$ cat src/rtl/i2s_frame_assembler_if.sv
// Bundle between the I2S receive codec, the frame assembler and the downstream EQ.
// slave: the assembler side; master: the side that drives samples and consumes frames.
interface i2s_frame_assembler_if #(
  parameter int OUT_W = 16
);
  logic [31:0]      sample_dat_i;
  logic             sample_vld_i;
  logic             ws_i;
  logic [OUT_W-1:0] frame_l_o;
  logic [OUT_W-1:0] frame_r_o;
  logic             frame_vld_o;
  logic             frame_rdy_i;
  logic             sync_o;
  logic             overflow_o;
  logic [7:0]       drop_cnt_o;

  modport slave (
    input  sample_dat_i, sample_vld_i, ws_i, frame_rdy_i,
    output frame_l_o, frame_r_o, frame_vld_o, sync_o, overflow_o, drop_cnt_o
  );

  modport master (
    output sample_dat_i, sample_vld_i, ws_i, frame_rdy_i,
    input  frame_l_o, frame_r_o, frame_vld_o, sync_o, overflow_o, drop_cnt_o
  );
endinterface

$ cat src/rtl/i2s_frame_assembler.sv
// Pairs I2S left/right samples into narrowed stereo frames and queues them in a FWFT FIFO.
// Define FRAME_ASM_SAT_ROUND_EN for round-half-up with positive saturation instead of truncation.
module i2s_frame_assembler #(
  parameter int IN_W       = 24,
  parameter int OUT_W      = 16,
  parameter int FIFO_DEPTH = 4
) (
  input  logic                   lmmi_clk_i,
  input  logic                   reset_n_i,
  i2s_frame_assembler_if.slave   bus
);

  localparam int              PTR_W   = $clog2(FIFO_DEPTH);
  localparam int              SHIFT   = IN_W - OUT_W;
  localparam logic [PTR_W:0]  DEPTH_C = (PTR_W+1)'(FIFO_DEPTH);

  typedef enum logic [1:0] {HUNT, WAIT_R, WAIT_L} state_t;

  state_t           state;
  logic [OUT_W-1:0] held_l;
  logic [OUT_W-1:0] sample_nar;
  logic             sync_q;
  logic             overflow_q;
  logic [7:0]       drop_cnt_q;

  logic [OUT_W-1:0] mem_l [FIFO_DEPTH];
  logic [OUT_W-1:0] mem_r [FIFO_DEPTH];
  logic [PTR_W-1:0] wr_ptr;
  logic [PTR_W-1:0] rd_ptr;
  logic [PTR_W:0]   count;

  logic empty, full, push, pop, push_ok, ovf_evt, misalign;

`ifdef FRAME_ASM_SAT_ROUND_EN
  localparam logic [IN_W:0] HALF = {{IN_W{1'b0}}, 1'b1} << (SHIFT - 1);
  logic [IN_W:0] rounded;
  logic          unused_bits;

  // NOTE: every signal written in always_comb gets a value on every path, so no latch is inferred.
  always_comb begin
    rounded = {bus.sample_dat_i[IN_W-1], bus.sample_dat_i[IN_W-1:0]} + HALF;
    // Only a positive input can overflow: the guard bit stays 0 while the MSB flips.
    if (!rounded[IN_W] && rounded[IN_W-1]) sample_nar = {1'b0, {(OUT_W-1){1'b1}}};
    else                                   sample_nar = rounded[IN_W-1:SHIFT];
  end

  assign unused_bits = ^{bus.sample_dat_i, rounded[SHIFT-1:0]};
`else
  logic unused_bits;

  assign sample_nar  = bus.sample_dat_i[IN_W-1 -: OUT_W];
  assign unused_bits = ^bus.sample_dat_i;
`endif

  assign empty    = (count == '0);
  assign full     = (count == DEPTH_C);
  assign pop      = !empty && bus.frame_rdy_i;
  assign push     = bus.sample_vld_i && bus.ws_i && (state == WAIT_R);
  assign push_ok  = push && (!full || pop);
  assign ovf_evt  = push && full && !pop;
  assign misalign = bus.sample_vld_i &&
                    (((state == WAIT_R) && !bus.ws_i) || ((state == WAIT_L) && bus.ws_i));

  // NOTE: sequential state uses non-blocking assignments so every register samples pre-edge values.
  always_ff @(posedge lmmi_clk_i) begin
    if (!reset_n_i) begin
      state      <= HUNT;
      held_l     <= '0;
      sync_q     <= 1'b0;
      overflow_q <= 1'b0;
      drop_cnt_q <= '0;
    end else begin
      if (bus.sample_vld_i) begin
        case (state)
          HUNT: begin
            if (!bus.ws_i) begin
              held_l <= sample_nar;
              state  <= WAIT_R;
              sync_q <= 1'b1;
            end
          end
          WAIT_R: begin
            if (bus.ws_i) state  <= WAIT_L;
            else          held_l <= sample_nar;
          end
          WAIT_L: begin
            if (!bus.ws_i) begin
              held_l <= sample_nar;
              state  <= WAIT_R;
            end else begin
              state  <= HUNT;
              sync_q <= 1'b0;
            end
          end
          default: begin
            state  <= HUNT;
            sync_q <= 1'b0;
          end
        endcase
      end
      if (ovf_evt) overflow_q <= 1'b1;
      if ((misalign || ovf_evt) && (drop_cnt_q != 8'hFF)) drop_cnt_q <= drop_cnt_q + 8'd1;
    end
  end

  always_ff @(posedge lmmi_clk_i) begin
    if (!reset_n_i) begin
      wr_ptr <= '0;
      rd_ptr <= '0;
      count  <= '0;
    end else begin
      if (push_ok) wr_ptr <= wr_ptr + PTR_W'(1);
      if (pop)     rd_ptr <= rd_ptr + PTR_W'(1);
      case ({push_ok, pop})
        2'b10:   count <= count + (PTR_W+1)'(1);
        2'b01:   count <= count - (PTR_W+1)'(1);
        default: count <= count;
      endcase
    end
  end

  // NOTE: storage is not reset; an empty count already masks stale entries at the outputs.
  always_ff @(posedge lmmi_clk_i) begin
    if (push_ok) begin
      mem_l[wr_ptr] <= held_l;
      mem_r[wr_ptr] <= sample_nar;
    end
  end

  assign bus.frame_vld_o = !empty;
  assign bus.frame_l_o   = empty ? '0 : mem_l[rd_ptr];
  assign bus.frame_r_o   = empty ? '0 : mem_r[rd_ptr];
  assign bus.sync_o      = sync_q;
  assign bus.overflow_o  = overflow_q;
  assign bus.drop_cnt_o  = drop_cnt_q;

endmodule

$ cat src/flat_wrapper.sv
// flat-port wrapper written by rule: the top's interface ports become plain ports
module i2s_frame_assembler_flat 
#(
  parameter int IN_W       = 24,
  parameter int OUT_W      = 16,
  parameter int FIFO_DEPTH = 4
)
  (lmmi_clk_i, reset_n_i, bus_sample_dat_i, bus_sample_vld_i, bus_ws_i, bus_frame_rdy_i, bus_frame_l_o, bus_frame_r_o, bus_frame_vld_o, bus_sync_o, bus_overflow_o, bus_drop_cnt_o);
  i2s_frame_assembler_if #(.OUT_W(OUT_W)) bus_i ();
  input  logic lmmi_clk_i;
  input  logic reset_n_i;
  input wire logic [$bits(bus_i.sample_dat_i)-1:0] bus_sample_dat_i;
  input wire logic [$bits(bus_i.sample_vld_i)-1:0] bus_sample_vld_i;
  input wire logic [$bits(bus_i.ws_i)-1:0] bus_ws_i;
  input wire logic [$bits(bus_i.frame_rdy_i)-1:0] bus_frame_rdy_i;
  output wire logic [$bits(bus_i.frame_l_o)-1:0] bus_frame_l_o;
  output wire logic [$bits(bus_i.frame_r_o)-1:0] bus_frame_r_o;
  output wire logic [$bits(bus_i.frame_vld_o)-1:0] bus_frame_vld_o;
  output wire logic [$bits(bus_i.sync_o)-1:0] bus_sync_o;
  output wire logic [$bits(bus_i.overflow_o)-1:0] bus_overflow_o;
  output wire logic [$bits(bus_i.drop_cnt_o)-1:0] bus_drop_cnt_o;
  assign bus_i.sample_dat_i = bus_sample_dat_i;
  assign bus_i.sample_vld_i = bus_sample_vld_i;
  assign bus_i.ws_i = bus_ws_i;
  assign bus_i.frame_rdy_i = bus_frame_rdy_i;
  assign bus_frame_l_o = bus_i.frame_l_o;
  assign bus_frame_r_o = bus_i.frame_r_o;
  assign bus_frame_vld_o = bus_i.frame_vld_o;
  assign bus_sync_o = bus_i.sync_o;
  assign bus_overflow_o = bus_i.overflow_o;
  assign bus_drop_cnt_o = bus_i.drop_cnt_o;
  i2s_frame_assembler #(.IN_W(IN_W), .OUT_W(OUT_W), .FIFO_DEPTH(FIFO_DEPTH)) u_core (.lmmi_clk_i(lmmi_clk_i), .reset_n_i(reset_n_i), .bus(bus_i));
endmodule
$ cat config.mk
export PLATFORM = sky130hd
export DESIGN_NAME = i2s_frame_assembler_flat
export DESIGN_NICKNAME = d
export VERILOG_FILES = /design/src/rtl/i2s_frame_assembler_if.sv /design/src/rtl/i2s_frame_assembler.sv /design/src/flat_wrapper.sv
export SDC_FILE = /design/constraint.sdc
export NUM_CORES = 1
export LEC_CHECK = 0
export BUFFER_PORTS_ARGS = -buffer_cell sky130_fd_sc_hd__buf_2
export CAP_MARGIN = 5
export CORE_ASPECT_RATIO = 0.75
export CORE_MARGIN = 3
export CORE_UTILIZATION = 25
export CTS_BUF_LIST = sky130_fd_sc_hd__clkbuf_8
export DETAILED_ROUTE_END_ITERATION = 8
export GPL_TIMING_DRIVEN = 0
export PLACE_DENSITY = 0.46
export SLEW_MARGIN = 40
export SYNTH_ARGS = -nofsm -noshare
export SYNTH_HDL_FRONTEND = slang
export SYNTH_SLANG_ARGS = --single-unit
$ cat constraint.sdc
create_clock -name lmmi_clk_i -period 3.1 [get_ports lmmi_clk_i]
set_clock_uncertainty 0.1 [all_clocks]
set_input_delay 0.465 -clock lmmi_clk_i [delete_from_list [all_inputs] [get_ports lmmi_clk_i]]
set_output_delay 0.465 -clock lmmi_clk_i [all_outputs]
set_load 0.02 [all_outputs]
== Word level (Yosys, flattened, before mapping) ==
Memories as Yosys holds them, arrays and structs flattened. A register that Yosys moved wholly into a read port is not among the register bits.
Index checks and enable logic that the tools add are counted.

* $add $sub $neg: 5
* Multiply operators: 0
* Divide/modulo/power cells: 0
* Order comparisons: 0
* Equal/unequal tests: 9
* Shift operators: 0
* Muxes and demuxes: 16
* Bitwise logic cells: 2
* Reductions and logical operators: 24

{| class="wikitable"
|+ Operator list
! operator !! count
|-
| $mux 16 || 2
|-
| $mux 2 || 6
|-
| $logic_and 1x1->1 || 10
|-
| $add 8x1->8 const B || 1
|-
| $ne 8x8->1 const B || 1
|-
| $ne 2x2->1 const B || 3
|-
| $pmux 2 s3 || 1
|-
| $pmux 3 s2 || 1
|-
| $reduce_and 3->1 || 2
|-
| $mux 1 || 5
|-
| $add 2x1->2 const B || 2
|-
| $eq 2x1->1 const B || 2
|-
| $eq 2x2->1 const B || 2
|-
| $logic_not 1->1 || 4
|-
| $reduce_and 4->1 || 1
|-
| $add 3x1->3 const B || 1
|-
| $eq 3x3->1 const B || 1
|-
| $logic_not 3->1 || 1
|-
| $logic_or 1x1->1 || 3
|-
| $pmux 1 s3 || 1
|-
| $reduce_or 3->1 || 1
|-
| $sub 3x1->3 const B || 1
|-
| $logic_not 2->1 || 1
|-
| $not 1->1 || 2
|-
| $reduce_bool 2->1 || 1
|}

* Flip-flop bits (word level): 35
* Bits in latches: 0
* Bits in writable memories: 128
* Memory bits (read-only): 0
* Memories kept: 2

{| class="wikitable"
|+ Memory list
! name !! depth !! width !! rd ports !! clocked after memory_dff !! write ports !! line !! text
|-
| u_core.mem_l || 4 || 16 || 1 || 1 || 1 || i2s_frame_assembler.sv:26 || <nowiki>logic [OUT_W-1:0] mem_l [FIFO_DEPTH];</nowiki>
|-
| u_core.mem_r || 4 || 16 || 1 || 1 || 1 || i2s_frame_assembler.sv:27 || <nowiki>logic [OUT_W-1:0] mem_r [FIFO_DEPTH];</nowiki>
|}

== Longest topological paths before layout ==
Gate-level depths: netlist of run 1.

* Word-level depth: 7
* Gate-level depth with buffers: 10
* Depth with buffers taken out: 10

== Worst setup path after synthesis of run 1 ==
Ideal clock, no wire load.

* Kind: input to register
* From: input port bus_sample_vld_i
* To: memory u_core.mem_l[0][0], enable pin
* Library setup time: 0.392 ns
* Arrival time: 1.891 ns
* Data required time: 2.608 ns
* Setup slack: 0.717 ns
* Stages: 4
* Buffers on the path: 0
* Cell sequence: nor2b_1 > nand3_1 > nor2_1 > and2_1

* Cells in the longest elaborated chain, start to end: 5

{| class="wikitable"
|+ RTL lines
! item !! line !! text
|-
| from (decl) || flat_wrapper.sv:13 || <nowiki>input wire logic [$bits(bus_i.sample_vld_i)-1:0] bus_sample_vld_i;</nowiki>
|-
| $logic_and 1x1->1 (2 in a row) || i2s_frame_assembler.sv:58 || <nowiki>assign push = bus.sample_vld_i && bus.ws_i && (state == WAIT_R);</nowiki>
|-
| $logic_and 1x1->1 || i2s_frame_assembler.sv:59 || <nowiki>assign push_ok = push && (!full || pop);</nowiki>
|-
| $mux 1 || i2s_frame_assembler.sv:124 || <nowiki>if (push_ok) begin</nowiki>
|-
| $mux 1 (not written as such) || i2s_frame_assembler.sv:125 || <nowiki>mem_l[wr_ptr] <= held_l;</nowiki>
|-
| to (decl) || i2s_frame_assembler.sv:26 ||
|}

No other way between the ends.

==> impl_summary.txt, run 1 <==
----------------------------------------------------
[Cells and area]
  Diode insertion count for antenna repair ... 0
  Leading cell type in the layout, fill and taps excluded ... sky130_fd_sc_hd__edfxtp_1
  Core Util, Final ... 30.4%
  Most used cells in the layout excluding fill and tap cells ... 128 x sky130_fd_sc_hd__edfxtp_1, 63 x sky130_fd_sc_hd__buf_2, 38 x sky130_fd_sc_hd__nand2_1
  Layout Cells excl Fill ... about 830
  Layout Cell Area excl Fill ... around 0.0076 mm^2
  Post-layout nets ... about 520
  Synth-to-Final Area Change ... 19.2%
  Fraction of final layout cells sized beyond drive strength 1 ... about 30%

[Clocking]
  Hold bufs inserted after CTS ... 0
  Buffer type at the clock tree root ... sky130_fd_sc_hd__clkbuf_8
  Post-CTS sizing ... 0
  Worst-skew pair later-pin latency ... between 0.4 and 0.5 ns
  Cts bufs inserted ... 17
  Deepest level of the CTS H-tree ... 4
  Number of sinks handled by clock tree synthesis ... 165
  Post-CTS setup repair buffer count ... 0
  Number of buffers between clock root and the deepest sink ... 2
  Clock-pin slew of the registers on the worst-case setup and hold paths ... about 0.1 ns
  Clock tree from TritonCTS ... done

[Logic synthesis]
  Leading area contributor after synthesis ... sky130_fd_sc_hd__edfxtp_1
  Combined area of all synthesized cells ... around 0.0064 mm^2
  Synthesized Nets ... ~430
  Top cells by area in the synthesized netlist ... sky130_fd_sc_hd__edfxtp_1 60%, sky130_fd_sc_hd__dfxtp_1 12%, sky130_fd_sc_hd__mux4_2 11%, sky130_fd_sc_hd__and2_1 3.6%, sky130_fd_sc_hd__nand2_1 2.2%
  Seq/Total Area, Yosys ... between 70% and 80%
  Yosys warning total ... 0
  FF+latch count, synth ... about 170
  Avg Inst Size Synth ... approximately 16 um^2
  Gate Count Post-Synth ... 389
  Count of different cell masters after synthesis ... 35
  Area fraction of the dominant cell type after synthesis ... 60.1%

[Worst setup path]
  Reg2Reg Launch Point ... u_core.count[0]$_SDFFE_PN0P_
  Cells along the critical path ... clkbuf_1 -> clkbuf_4 -> mux4_2 -> and2_1 -> buf_2
  CP max stage cell ... sky130_fd_sc_hd__mux4_2
  Critical path class ... reg -> out
  Crit end category ... output pin
  Worst endpoint required time ... 2.53 ns
  Crit path arrival time ... 2.33 ns
  R2R Path End ... u_core.count[2]$_SDFFE_PN0P_
  Reg-to-reg slack, setup ... around 0.63 ns
  Delay contributed by the slowest stage of the critical path ... between 0.5 and 0.6 ns
  Worst Setup Start Kind ... flop
  Largest fanout of any net on the critical path ... 10
  Depth of the worst register-to-register path ... 8

[Status]
  Run status ... finished clean

[STA]
  Final-report max-slew violation count ... 0
  Achievable Freq ... 346 MHz
  Min Hold Slack ... around 0.14 ns
  Min cycle time layout ... between 2 and 3 ns
  Fin crit share ... ~93%
  Final count of negative-setup-slack endpoints ... 0
  Worst slew pin tran ... roughly 0.80 ns
  Unrepaired setup endpoints after global routing ... false
  Relative max-transition margin ... roughly 47%
  Number of failing hold endpoints at the final stage ... 0

[Floorplan]
  Effective utilization at floorplan ... between 20% and 30%
  Vertical extent of the die ... between 100 and 150 um
  Number of placement rows ... 50
  Die Width ... 191 um
  I/O Pins ... 80
  Die area ... between 0.02 and 0.03 mm^2
  Core box area ... about 0.025 mm^2

[Power and ir drop]
  PD cells ... approximately 550 mW/mm^2
  Part of the total power dissipated in sequential elements ... between 50 and 60%
  Combinational Power Share ... under 10%
  Internal power ... 0.00311 W
  Leakage dissipation ... approximately 2.6 nW
  Total Power ... 0.00419 W
  Sw frac ... 25.9%
  VDD IR-drop max ... ~0.00024 V
  Net Sw Power ... ~0.0011 W
  Clk network pwr share ... 36.0%

[Placement]
  Number of input and output port buffers inserted ... 63
  Detailed placer's ending HPWL ... around 9200 um
  Routability congestion estimate ... roughly 0.76
  Placed cell areas ... around 0.0072 mm^2
  Placed instance count ... between 700 and 800

[Routing]
  Routed wire length ... between 10000 and 15000 um
  DRC violations left ... 0
  Via-per-instance ratio ... around 4.3
  Violation count after the first detailed-routing iteration ... between 200 and 250
  Remaining antenna violation count after routing ... 0
  Average wire per cell in the routed design ... 17.3 um
  Pre-antenna DRT Iters ... 4
  Via count ... approximately 3600

[Min path]
  Cell depth of the worst hold path ... 1
  Hold Path End ... u_core.mem_r[1][6]$_DFFE_PP_
  Type of the worst min-delay path ... in -> reg
  Min-Delay Startpoint ... bus_sample_dat_i[14]

[Global routing]
  Vias in the first global route ... 3745
  Wire length of the first global-routing pass ... approximately 22000 um
  Number of antenna violations at the first check in global routing ... 1
  Overall overflow remaining after global route ... 0
  Total global routing track utilization ... a little over a tenth
  Pin count of the biggest net entering global routing ... 33

[Flow run]
  # Max-Cap Violations ... 0

----------------------------------------------------
[cell families after synthesis]
group,count (synthesis),synth area share (%)
flops,165,71.7
simple gates,113,9.30
compound gates,40,3.58
mux,33,11.4
buf+inv,25,1.64
fa+ha+maj,7,1.49
xor+xnor,6,0.822
[worst max-delay path by stage]
stage / slack [ns] / end / depth (start not counted)
final: 0.21 / bus_frame_r_o[9] / 5
after global placement: -0.27 / u_core.mem_r[1][11]$_DFFE_PP_ / 5
after global routing: 0.01 / bus_frame_r_o[9] / 5
after detailed placement: 0.45 / u_core.count[2]$_SDFFE_PN0P_ / 11
after floorplan: 0.72 / u_core.mem_l[0][0]$_DFFE_PP_ / 4
after CTS: 0.04 / bus_frame_l_o[6] / 5
[power groups by stage]
stage / clock [W] / combinational (W) / sequential (W)
after floorplan: 0 / 0.000160 / 0.00246
after global placement: 0 / 0.000265 / 0.00247
after detailed placement: 0 / 0.000270 / 0.00247
after CTS: 0.00157 / 0.000271 / 0.00242
after global routing: 0.00167 / 0.000295 / 0.00242
final: 0.00151 / 0.000265 / 0.00242
[per-stage QoR]
stage	setup TNS (ns)	setup slack, ns
4_1_cts	0	0.0359
3_3_place_gp	-33.84	-0.271
6_report	0	0.206
2_1_floorplan	0	0.717
3_5_place_dp	0	0.454
5_1_grt	0	0.0103
[cell type report]
type	count	area [um^2]
Inverter	8	30.0
Clock buffer	17	234
Sequential cell	165	4580
Timing Repair Buffer	67	395
Buffer	17	82.6
Fill cell	2515	17400
Tap cell	338	423
Clock inverter	15	155
Multi-Input combinational cell	199	1710
[cell usage after synthesis (all sizes together)]
cell type  count
nand2         38
nor2b          2
buf            5
dfxtp         37
or2            1
inv            7
fa             1
o31a           1
nor4           1
and3           2
mux2i          1
nor4b          1
and2          37
xor2           4
clkbuf        12
nand2b         4
nor2          14
o21ai          8
and4           1
nand3          6
mux4          32
a21oi         25
xnor2          2
edfxtp       128
a21o           1
or3            5
o21a           1
nand4b         1
o41ai          2
ha             6
clkinv         1
o211ai         2
[critical path, delay by kind of cell (launching register included)]
family	cells	cell delay, ns
buffers and inverters	3	0.79
DFF	1	0.32
muxes	1	0.55
and+or+nand+nor	1	0.21
[layer usage]
layer  track usage [%]  part of all wire [%]  vias to the layer above
met5                 0                 0.077                        -
met4              2.78                  0.57                        2
met3              3.78                   6.3                        7
met2              17.1                    46                       78
met1              14.7                    47                     1834
li1                  -                     -                     1643
[state kept, by name, summed over array words and instances, names as in the netlist, named ones only]
| signal | flops |
|---|---|
| u_core.bus.drop_cnt_o | 8 |
| u_core.bus.overflow_o | 1 |
| u_core.bus.sync_o | 1 |
| u_core.count | 3 |
| u_core.held_l | 16 |
| u_core.mem_l | 64 |
| u_core.mem_r | 64 |
| u_core.rd_ptr | 2 |
| u_core.state | 2 |
| u_core.wr_ptr | 2 |
Power figures use the tool's default switching activity.
==> run 2, diff against run 1 <==
--- a/config.mk
+++ b/config.mk
@@ -5,6 +5,7 @@
 export SDC_FILE = /design/constraint.sdc
 export NUM_CORES = 1
 export LEC_CHECK = 0
+export ABC_AREA = 1
 export BUFFER_PORTS_ARGS = -buffer_cell sky130_fd_sc_hd__buf_2
 export CAP_MARGIN = 5
 export CORE_ASPECT_RATIO = 0.75
==> run 2 against run 1 <==
Worst hold slack got worse by 0.0033 ns. Routed wire length grew 14%. Combinational power rose by 16%. Non-clock buffer count up 15. Die area rose by 3.1%. Final area is 3.3% higher. Synthesized cell count increased by 56%. Sequential share of layout area down 1.9 points. Maximum frequency is 9.4% higher. Power is 0.14% higher. Critical path type unchanged. Largest cell class unchanged.
==> impl_summary.txt, run 2 <==
----------------------------------------------------
[Floorplan]
  Number of placement rows ... 50
  I/O Pins ... 80
  Vertical extent of the die ... roughly 150 um
  Effective utilization at floorplan ... between 20% and 30%
  Die Width ... between 150 and 200 um
  Core box area ... about 0.025 mm^2
  Die area ... approximately 0.028 mm^2

[Routing]
  Routed wire length ... 16300 um
  Remaining antenna violation count after routing ... 0
  Pre-antenna DRT Iters ... 5
  Violation count after the first detailed-routing iteration ... 300
  Via count ... between 4000 and 5000
  Average wire per cell in the routed design ... about 16 um
  Via-per-instance ratio ... roughly 4.2
  DRC violations left ... 0

[Global routing]
  Wire length of the first global-routing pass ... between 20000 and 30000 um
  Overall overflow remaining after global route ... 0
  Vias in the first global route ... about 4300
  Number of antenna violations at the first check in global routing ... 1
  Pin count of the biggest net entering global routing ... 18
  Total global routing track utilization ... ~12%

[Min path]
  Type of the worst min-delay path ... in -> reg

[Logic synthesis]
  Seq/Total Area, Yosys ... between 60% and 70%
  Compound-gate portion of the synthesized area ... between 10% and 20%
  Fraction of the mapped netlist area in adder cells ... approximately 1.4%
  Synthesized-area fraction occupied by and/or/nand/nor cells ... about an eighth
  Combinational family with the most area after synthesis ... compound AO/OA/AOI/OAI gates
  Cell with the most instances after synthesis ... sky130_fd_sc_hd__nor2_1
  Ranking of synthesized cells by instance count ... 156 x sky130_fd_sc_hd__nor2_1, 128 x sky130_fd_sc_hd__edfxtp_1, 86 x sky130_fd_sc_hd__o21ai_0
  Area share of xor/xnor cells in the synthesized design ... 0%
  Ys async rst share ... 0%
  Gate Count Post-Synth ... around 600
  Count of different cell masters after synthesis ... 24
  Top cells by area in the synthesized netlist ... sky130_fd_sc_hd__edfxtp_1 58%, sky130_fd_sc_hd__dfxtp_1 11%, sky130_fd_sc_hd__nor2_1 8.9%, sky130_fd_sc_hd__o21ai_0 6.5%, sky130_fd_sc_hd__a21oi_1 5.2%
  Most used flip-flop cell after synthesis ... sky130_fd_sc_hd__edfxtp_1
  Combined area of all synthesized cells ... 0.00660 mm^2
  Yosys warning total ... 0
  Leading area contributor after synthesis ... sky130_fd_sc_hd__edfxtp_1
  Avg Inst Size Synth ... 10.9 um^2
  Synthesized Nets ... around 650
  Area fraction of the dominant cell type after synthesis ... 58.3%
  Number of synthesized flops with an enable pin ... 128
  Portion of netlist area occupied by mux cells ... 0%
  FF+latch count, synth ... 165

[STA]
  Final-report max-slew violation count ... 0
  Fin Setup TNS ... 0 ns
  Fin crit share ... 85.4%
  Min Hold Slack ... approximately 0.14 ns
  Worst slew pin tran ... around 0.66 ns
  Relative max-transition margin ... a little under three fifths
  Number of failing hold endpoints at the final stage ... 0
  Min cycle time layout ... about 2.6 ns
  Achievable Freq ... around 380 MHz
  Final count of negative-setup-slack endpoints ... 0
  Setup WS post-layout ... between 0.4 and 0.5 ns
  Unrepaired setup endpoints after global routing ... false

[Cells and area]
  Post-layout nets ... 740
  Most used cells in the layout excluding fill and tap cells ... 152 x sky130_fd_sc_hd__nor2_1, 128 x sky130_fd_sc_hd__edfxtp_1, 86 x sky130_fd_sc_hd__o21ai_0
  Biggest regs ... u_core.mem_l x64, u_core.mem_r x64, u_core.held_l x16
  Diode insertion count for antenna repair ... 0
  Leading cell type in the layout, fill and taps excluded ... sky130_fd_sc_hd__nor2_1
  Fraction of final layout cells sized beyond drive strength 1 ... 18.8%
  Synth-to-Final Area Change ... 19.3%
  Layout Cell Area excl Fill ... between 0.007 and 0.008 mm^2

[Power and ir drop]
  PD cells ... between 500 and 600 mW/mm^2
  Net Sw Power ... 0.00106 W
  Leakage dissipation ... 2.85 nW
  Combinational Power Share ... 7.3%
  Internal power ... roughly 0.0031 W
  VDD IR-drop max ... between 0.0002 and 0.0003 V
  Sw frac ... between 20% and 30%
  Total Power ... 0.00419 W
  Clk network pwr share ... 34.6%
  Part of the total power dissipated in sequential elements ... around 58%

[Placement]
  Detailed placer's ending HPWL ... roughly 11000 um
  Pre-CTS worst setup slack ... roughly 0.45 ns
  Placed cell areas ... between 0.007 and 0.008 mm^2
  Routability congestion estimate ... 0.722
  Number of input and output port buffers inserted ... 62

[Worst setup path]
  End point of the critical path ... bus_frame_l_o[0]
  Reg2Reg Launch Point ... u_core.count[0]$_SDFFE_PN0P_
  Critical path class ... reg -> out
  Crit end category ... output pin
  Worst Setup Start Kind ... flop
  Largest fanout of any net on the critical path ... 10
  Crit path arrival time ... about 2.1 ns
  Reg-to-reg slack, setup ... between 0.6 and 0.7 ns
  Worst endpoint required time ... ~2.5 ns
  R2R Path End ... u_core.count[2]$_SDFFE_PN0P_
  Depth of the worst register-to-register path ... 10

[Clocking]
  Number of sinks handled by clock tree synthesis ... between 150 and 200
  Post-CTS setup repair buffer count ... 0
  Number of buffers between clock root and the deepest sink ... 2
  Buffer type at the clock tree root ... sky130_fd_sc_hd__clkbuf_8
  Clock tree from TritonCTS ... done
  Deepest level of the CTS H-tree ... 4
  Cts bufs inserted ... 17
  Worst-skew pair later-pin latency ... 0.45 ns
  Post-CTS sizing ... 0
  Clock-pin slew of the registers on the worst-case setup and hold paths ... approximately 0.1 ns
  Hold bufs inserted after CTS ... 0

[Status]
  Run status ... finished clean

[Flow run]
  # Max-Cap Violations ... 0

----------------------------------------------------
==> run 2: changes by cell type after synthesis, moves of 4 or more <==
| cell | delta |
|---|---|
| sky130_fd_sc_hd__mux4_2 | -32 |
| sky130_fd_sc_hd__inv_1 | +35 |
| sky130_fd_sc_hd__and2_1 | -37 |
| sky130_fd_sc_hd__nor2_1 | +142 |
| sky130_fd_sc_hd__or3_1 | -5 |
| sky130_fd_sc_hd__a21oi_1 | +44 |
| sky130_fd_sc_hd__nand2b_1 | -4 |
| sky130_fd_sc_hd__buf_2 | +14 |
| sky130_fd_sc_hd__xor2_1 | -4 |
| sky130_fd_sc_hd__nand3_1 | +4 |
| sky130_fd_sc_hd__o21ai_0 | +80 |
| sky130_fd_sc_hd__nand2_1 | -12 |
==> run 2: cell families (layout without fill, tap and decap cells) <==
logic type / count (synthesis) / after routing
flops: 165 / 165
simple gates: 201 / 201
compound gates: 160 / 160
buf+inv: 75 / 176
fa+ha+maj: 7 / 7
==> run 2: cell type report <==
cell class / count / area (um^2)
Clock inverter: 15 / 131
Sequential cell: 165 / 4580
Tap cell: 338 / 423
Clock buffer: 17 / 234
Buffer: 30 / 141
Timing Repair Buffer: 69 / 453
Inverter: 45 / 169
Fill cell: 2597 / 17600
Multi-Input combinational cell: 368 / 1730
==> run 2: routing by layer <==
metal / up-vias / wire (um) / global-route usage (%)
met5: - / 20 / 0
met4: 2 / 193 / 3.22
met3: 20 / 920 / 3.51
met2: 93 / 7090 / 17.3
met1: 2054 / 8110 / 16.4
li1: 2251 / - / -
==> run 2: critical path: stages, from the launching register on <==
cell and delay (ns):
sky130_fd_sc_hd__dfxtp_1 0.31, sky130_fd_sc_hd__clkinv_1 0.18, sky130_fd_sc_hd__clkbuf_1 0.47, sky130_fd_sc_hd__o21ai_0 0.17, sky130_fd_sc_hd__a21oi_1 0.28, sky130_fd_sc_hd__buf_2 0.22
==> run 2: metrics by stage <==
step,std cells,util [%]
after global placement,1008,28.8
after CTS,1047,30.9
after detailed placement,1015,29.5
final,1047,30.9
after global routing,1047,30.9
after floorplan,608,-
==> run 2: worst min path at each step <==
stage | from | cells after the start | slack (ns) | to
final | bus_sample_dat_i[20] | 1 | 0.14 | u_core.mem_r[1][12]$_DFFE_PP_
after floorplan | u_core.rd_ptr[1]$_SDFFE_PN0P_ | 2 | 0.34 | flop
after global routing | bus_sample_dat_i[20] | 1 | 0.11 | u_core.mem_r[1][12]$_DFFE_PP_
after global placement | u_core.bus.overflow_o$_SDFFE_PN0P_ | 2 | 0.34 | u_core.bus.overflow_o$_SDFFE_PN0P_
after CTS | bus_sample_dat_i[20] | 1 | 0.11 | u_core.mem_r[1][12]$_DFFE_PP_
after detailed placement | u_core.bus.overflow_o$_SDFFE_PN0P_ | 2 | 0.34 | u_core.bus.overflow_o$_SDFFE_PN0P_
==> run 2: power groups by stage <==
stage	Combinational, W	Clock [W]	Sequential, W
final	0.000307	0.00145	0.00243
after global routing	0.000344	0.00159	0.00244
after CTS	0.000315	0.00151	0.00243
after detailed placement	0.000313	0	0.00249
after global placement	0.000309	0	0.00249
after floorplan	0.000182	0	0.00248
